`src/rtl/vga_timing_generator.sv`:
```
// vga_timing_generator: pixel-rate divider, raster counters, syncs and raster strobes
module vga_timing_generator #(
  parameter int CLOCK_DIVIDE    = 2,
  parameter int H_ACTIVE        = 640,
  parameter int H_FRONT         = 16,
  parameter int H_SYNC          = 96,
  parameter int H_BACK          = 48,
  parameter int V_ACTIVE        = 480,
  parameter int V_FRONT         = 10,
  parameter int V_SYNC          = 2,
  parameter int V_BACK          = 33,
  parameter bit SYNC_ACTIVE_LOW = 1'b1
) (
  input  logic       clock,
  input  logic       reset,
  input  logic       enable,
  output logic [9:0] xOrd,
  output logic [9:0] yOrd,
  output logic       visible,
  output logic       hSync,
  output logic       vSync,
  output logic       pixelTick,
  output logic       lineStart,
  output logic       frameStart,
  output logic [7:0] frameCount
);
  localparam int H_TOTAL = H_ACTIVE + H_FRONT + H_SYNC + H_BACK;
  localparam int V_TOTAL = V_ACTIVE + V_FRONT + V_SYNC + V_BACK;
  localparam logic [3:0] DIV_LAST = 4'(CLOCK_DIVIDE - 1);
  localparam logic [9:0] X_LAST = 10'(H_TOTAL - 1);
  localparam logic [9:0] Y_LAST = 10'(V_TOTAL - 1);
  logic [3:0] div_q, div_d;
  logic [9:0] x_q, x_d, y_q, y_d;
  logic       adv, x_wrap, vis_d, hs_d, vs_d, line_d, frame_d;
  logic       vis_q, hs_q, vs_q, tick_q, line_q, frame_q;
  logic [7:0] fcount_q;
  // next counter state; outputs are derived from it so they land on the same edge
  always_comb begin
    adv     = enable && div_q == DIV_LAST;
    div_d   = enable ? (div_q == DIV_LAST ? 4'd0 : div_q + 4'd1) : div_q;
    x_wrap  = x_q == X_LAST;
    x_d     = adv ? (x_wrap ? 10'd0 : x_q + 10'd1) : x_q;
    y_d     = (adv && x_wrap) ? (y_q == Y_LAST ? 10'd0 : y_q + 10'd1) : y_q;
    vis_d   = int'(x_d) < H_ACTIVE && int'(y_d) < V_ACTIVE;
    hs_d    = (int'(x_d) >= H_ACTIVE + H_FRONT && int'(x_d) < H_ACTIVE + H_FRONT + H_SYNC) ^ SYNC_ACTIVE_LOW;
    vs_d    = (int'(y_d) >= V_ACTIVE + V_FRONT && int'(y_d) < V_ACTIVE + V_FRONT + V_SYNC) ^ SYNC_ACTIVE_LOW;
    line_d  = adv && x_d == 10'd0;
    frame_d = line_d && y_d == 10'd0;
  end
  // raster state; reset parks at the last pixel so the first advance lands on (0,0)
  always_ff @(posedge clock or posedge reset) begin
    if (reset) begin
      div_q    <= '0;
      x_q      <= X_LAST;
      y_q      <= Y_LAST;
      vis_q    <= 1'b0;
      hs_q     <= SYNC_ACTIVE_LOW;
      vs_q     <= SYNC_ACTIVE_LOW;
      tick_q   <= 1'b0;
      line_q   <= 1'b0;
      frame_q  <= 1'b0;
      fcount_q <= '0;
    end else begin
      div_q    <= div_d;
      x_q      <= x_d;
      y_q      <= y_d;
      vis_q    <= vis_d;
      hs_q     <= hs_d;
      vs_q     <= vs_d;
      tick_q   <= adv;
      line_q   <= line_d;
      frame_q  <= frame_d;
      fcount_q <= frame_d ? fcount_q + 8'd1 : fcount_q;
    end
  end
  assign xOrd       = x_q;
  assign yOrd       = y_q;
  assign visible    = vis_q;
  assign hSync      = hs_q;
  assign vSync      = vs_q;
  assign pixelTick  = tick_q;
  assign lineStart  = line_q;
  assign frameStart = frame_q;
  assign frameCount = fcount_q;
endmodule

```
`config.mk`:
```
export PLATFORM = sky130hd
export DESIGN_NAME = vga_timing_generator
export DESIGN_NICKNAME = d
export VERILOG_FILES = /design/src/rtl/vga_timing_generator.sv
export SDC_FILE = /design/constraint.sdc
export NUM_CORES = 1
export LEC_CHECK = 0
export ABC_AREA = 1
export CAP_MARGIN = 20
export CORE_ASPECT_RATIO = 1.4
export CORE_MARGIN = 3
export CORE_UTILIZATION = 40
export DETAILED_ROUTE_END_ITERATION = 8
export PLACE_DENSITY_LB_ADDON = 0.08
export SLEW_MARGIN = 15
export SYNTH_ARGS = -nofsm -noshare
export SYNTH_HDL_FRONTEND = slang
export SYNTH_SLANG_ARGS = --single-unit
```
`constraint.sdc`:
```
create_clock -name clock -period 5.2 [get_ports clock]
set_clock_uncertainty 0.2 [all_clocks]
set_input_delay 1.04 -clock clock [delete_from_list [all_inputs] [get_ports clock]]
set_output_delay 1.04 -clock clock [all_outputs]
set_load 0.01 [all_outputs]
```
==> results.py <==
metrics = {
    "run_status": {
        "run_status": "finished clean",
    },
    "floorplanning": {
        "core_um2": 5990,
        "design.portCount": 37,
        "area_enclosed_by_the_die_boundary_um2": 7310,
        "fp.dieH_um": 100,
        "die_width_um": 73.1,
        "initial_core_util": 0.421,
        "rows": 33,
    },
    "layout": {
        "multi_input_area_um2": 1340,
        "layout_commonest_cell": "nand2_1",
        "diodes": 0,
        "layout_common_cells": "nand2_1 (98), inv_1 (42), clkdlybuf4s50_1 (36)",
        "post_route_cells_drive_above_1_share": 0.215,
        "final_design_area_no_fill_um2": 3060,
        "final.fill_count": 600,
        "register_area_um2": 966,
        "area.growth.synth_to_final_pct": 21.2,
        "final_net_count": 373,
    },
    "placement": {
        "dp_hpwl_mm": 4.33,
        "finalWeightedCongestion": 0.813,
        "port_buffers": 36,
        "place_area_um2": 2940,
    },
    "critical_path": {
        "end_kind": "flop",
        "cp.arrival_ns": 3.10,
        "critPathSlowestCell": "clkdlybuf4s50_1",
        "required_ns": 5.19,
        "slack_of_the_worst_reg_to_reg_path_ns": 2.73,
        "critPathBufInv": 3,
        "worstSetupStartpointType": "primary input",
        "path_class": "primary input to flop",
        "critical_path.top_delay_family": "simple AND/OR/NAND/NOR gates",
        "cp_common_cell": "nand2_1",
        "critPathMaxFanout": 12,
        "critical-path-max-stage-delay_ns": 0.50,
        "cp_cell_sequence": "clkdlybuf4s50_1 -> nand2_1 -> inv_2 -> nand3_4 -> nor2_2 -> nand3_1 -> nand2_1 -> inv_2 -> nor2_2 -> nand2_2 -> nor2_8 -> nand2_4 -> nand2_1 -> nand2_1",
    },
    "synth": {
        "synth_simple_gate_area_frac": 0.456,
        "netlist.top_cell.by_area": "dfrtp_1",
        "synth_xor_area_frac": 0.0313,
        "synth.yosys.warnings": 0,
        "syn_nets": 332,
        "synthDominantCellAreaShare": 0.258,
        "yosys_register_bits": 38,
        "syn_area_per_cell_um2": 7.76,
        "synth_sequential_area_ratio": 0.383,
        "portion_of_netlist_area_occupied_by_mux_cells": 0,
        "synth_fa_ha_area_frac": 0.0198,
        "synthesis.instances": 325,
        "post_synth_main_area_contributors": "dfrtp_1 (26%), nand2_1 (15%), dfstp_2 (13%), inv_1 (6.3%), nand3_1 (5.4%)",
        "synth_compound_gate_area_share": 0.0218,
        "synth_top_family_by_area": "simple AND/OR/NAND/NOR gates",
        "netlist_area_um2": 2520,
        "synth_cell_types": 28,
    },
    "clocking": {
        "holdBufCountCts": 0,
        "clockRootBuffer": "clkbuf_8",
        "cts.sink_count": 38,
        "post-cts-setup-buffers": 0,
        "tritoncts_clock_tree": "yes",
        "clkSlewWorstSetupHoldPaths_ns": 0.07,
        "post_cts.resized_instances": 0,
        "cts_made_buffers": 5,
        "cts_max_path_buffers": 2,
        "clk-insertion-delay-late_ns": 0.30,
        "number_of_h_tree_branching_levels": 2,
    },
    "timing": {
        "timing.slew.headroom": 0.682,
        "achievable-frequency_mhz": 321,
        "setup_viol_count_final": 0,
        "tns_ns": 0,
        "finalHoldWorstSlack_ns": 0.327,
        "finalWorstPathRequiredPeriod_ns": 3.11,
        "max_slew.worst_pin.slew_ns": 0.477,
        "report.final.hold_viol_count": 0,
        "grt_setup_unrepaired": "no",
        "timing.final.crit_share": 0.598,
        "max_slew_violation_count": 0,
    },
    "pwr": {
        "power.ir.vdd_worst_uv": 159,
        "power.static_leakage_nw": 1.57,
        "p_per_area_nw_per_um2": 288,
    },
    "route": {
        "via_per_inst": 4.84,
        "routed-via-count": 2116,
        "detail_route.wirelength_mm": 5.60,
        "drt-pass1-iter-count": 4,
        "routedWlPerCell_um": 12.8,
        "drt_iter0_drc": 77,
        "drtAntennaViolNets": 0,
        "drc_errors": 0,
    },
    "global_route": {
        "number_of_global_route_vias_before_repair": 2072,
        "globalRouteTotalUtil": 0.168,
        "grt_max_degree": 39,
        "grt_pass1_wl_mm": 9.54,
        "antenna_found_initial": 0,
        "grt.overflow.total": 0,
    },
    "worst_hold_path": {
        "min-delay-path-class": "flop to flop",
    },
    "flow_run": {
        "cap_viol_max_count": 0,
    },
}
-- flip-flops by register name, indices dropped and copies added (netlist names) --
register,cells
vSync,1
div_q,4
yOrd,10
hSync,1
visible,1
frameStart,1
pixelTick,1
xOrd,10
frameCount,8
lineStart,1
-- final cells by class --
class,instances,share of cell area
Clock buffer,5,0.0225
Multi-Input combinational cell,234,0.437
Timing Repair Buffer,37,0.120
Inverter,50,0.0614
Sequential cell,38,0.316
Tap cell,70,0.0286
Clock inverter,3,0.0147
-- metal layers --
metal,vias to the layer above,global-route usage,share of wire
li1,1090,-,-
met1,986,0.201,0.43
met2,31,0.288,0.52
met3,9,0.0371,0.029
met4,0,0.0639,0.020
met5,-,0,0
-- path summary, 6_finish.rpt --
path / startpoint / endpoint / cells past startpoint
worst min-delay path: frameCount[7] / frameCount[7] / 2
max in group asynchronous: reset / xOrd[4] / 3
worst max register to register: xOrd[0] / frameCount[0] / 14
min in group asynchronous: reset / yOrd[6] / 3
worst min register to register: frameCount[7] / frameCount[7] / 2
worst max-delay path: enable / frameCount[0] / 14
-- logic make-up after synthesis --
family / Yosys count
AND/OR/NAND/NOR: 212
buffers and inverters: 53
adder cells (fa/ha/maj): 4
AO/OA/AOI/OAI: 9
flip-flops: 38
XOR/XNOR: 9
-- synth_stat cells --
| master | instances |
|---|---|
| nand4_1 | 10 |
| or2_2 | 1 |
| o21ai_0 | 3 |
| buf_6 | 3 |
| xor2_1 | 4 |
| nand3_2 | 2 |
| nand2_1 | 98 |
| inv_1 | 42 |
| o21a_2 | 1 |
| nor2_4 | 9 |
| o21ai_1 | 1 |
| dfstp_2 | 12 |
| nor2_2 | 4 |
| a21oi_1 | 2 |
| nand3b_1 | 1 |
| nand2_4 | 3 |
| nand3_4 | 4 |
| ha_1 | 4 |
| nand3_1 | 27 |
| dfrtp_1 | 26 |
| nand2_2 | 21 |
| a21oi_2 | 1 |
| nor2_1 | 24 |
| nor3_1 | 4 |
| o21bai_1 | 1 |
| inv_2 | 8 |
| nor2_8 | 4 |
| xnor2_1 | 5 |
-- power by group --
part | total (mW) | switching [mW] | internal (mW)
combinational | 0.240 | 0.140 | 0.0996
clock | 0.258 | 0.115 | 0.143
sequential | 0.383 | 0.0472 | 0.336
-- per-stage QoR --
| stage | instances | total power, mW | util | setup slack [ns] |
|---|---|---|---|---|
| floorplan | 325 | 0.551 | - | 2.60 |
| global placement | 429 | 0.630 | 0.492 | 1.85 |
| detailed placement | 429 | 0.630 | 0.492 | 1.78 |
| CTS | 437 | 0.891 | 0.511 | 2.09 |
| global route | 437 | 0.934 | 0.511 | 1.90 |
| finish | 437 | 0.880 | 0.511 | 2.09 |
-- worst reg2reg max path, cell delays in order, from the launching register on --
cell and delay [ns]:
dfstp_2 0.58, ha_1 0.23, nand2_2 0.10, inv_1 0.06, nand2_1 0.08, nor2_2 0.18
nand2_2 0.12, nand3_2 0.11, nand2_1 0.08, nor2_4 0.12, nand3_4 0.10, nor2_8 0.17
nand2_4 0.11, nand2_1 0.07, nand2_1 0.05
Note: power is estimated with default switching activity, not from simulation.
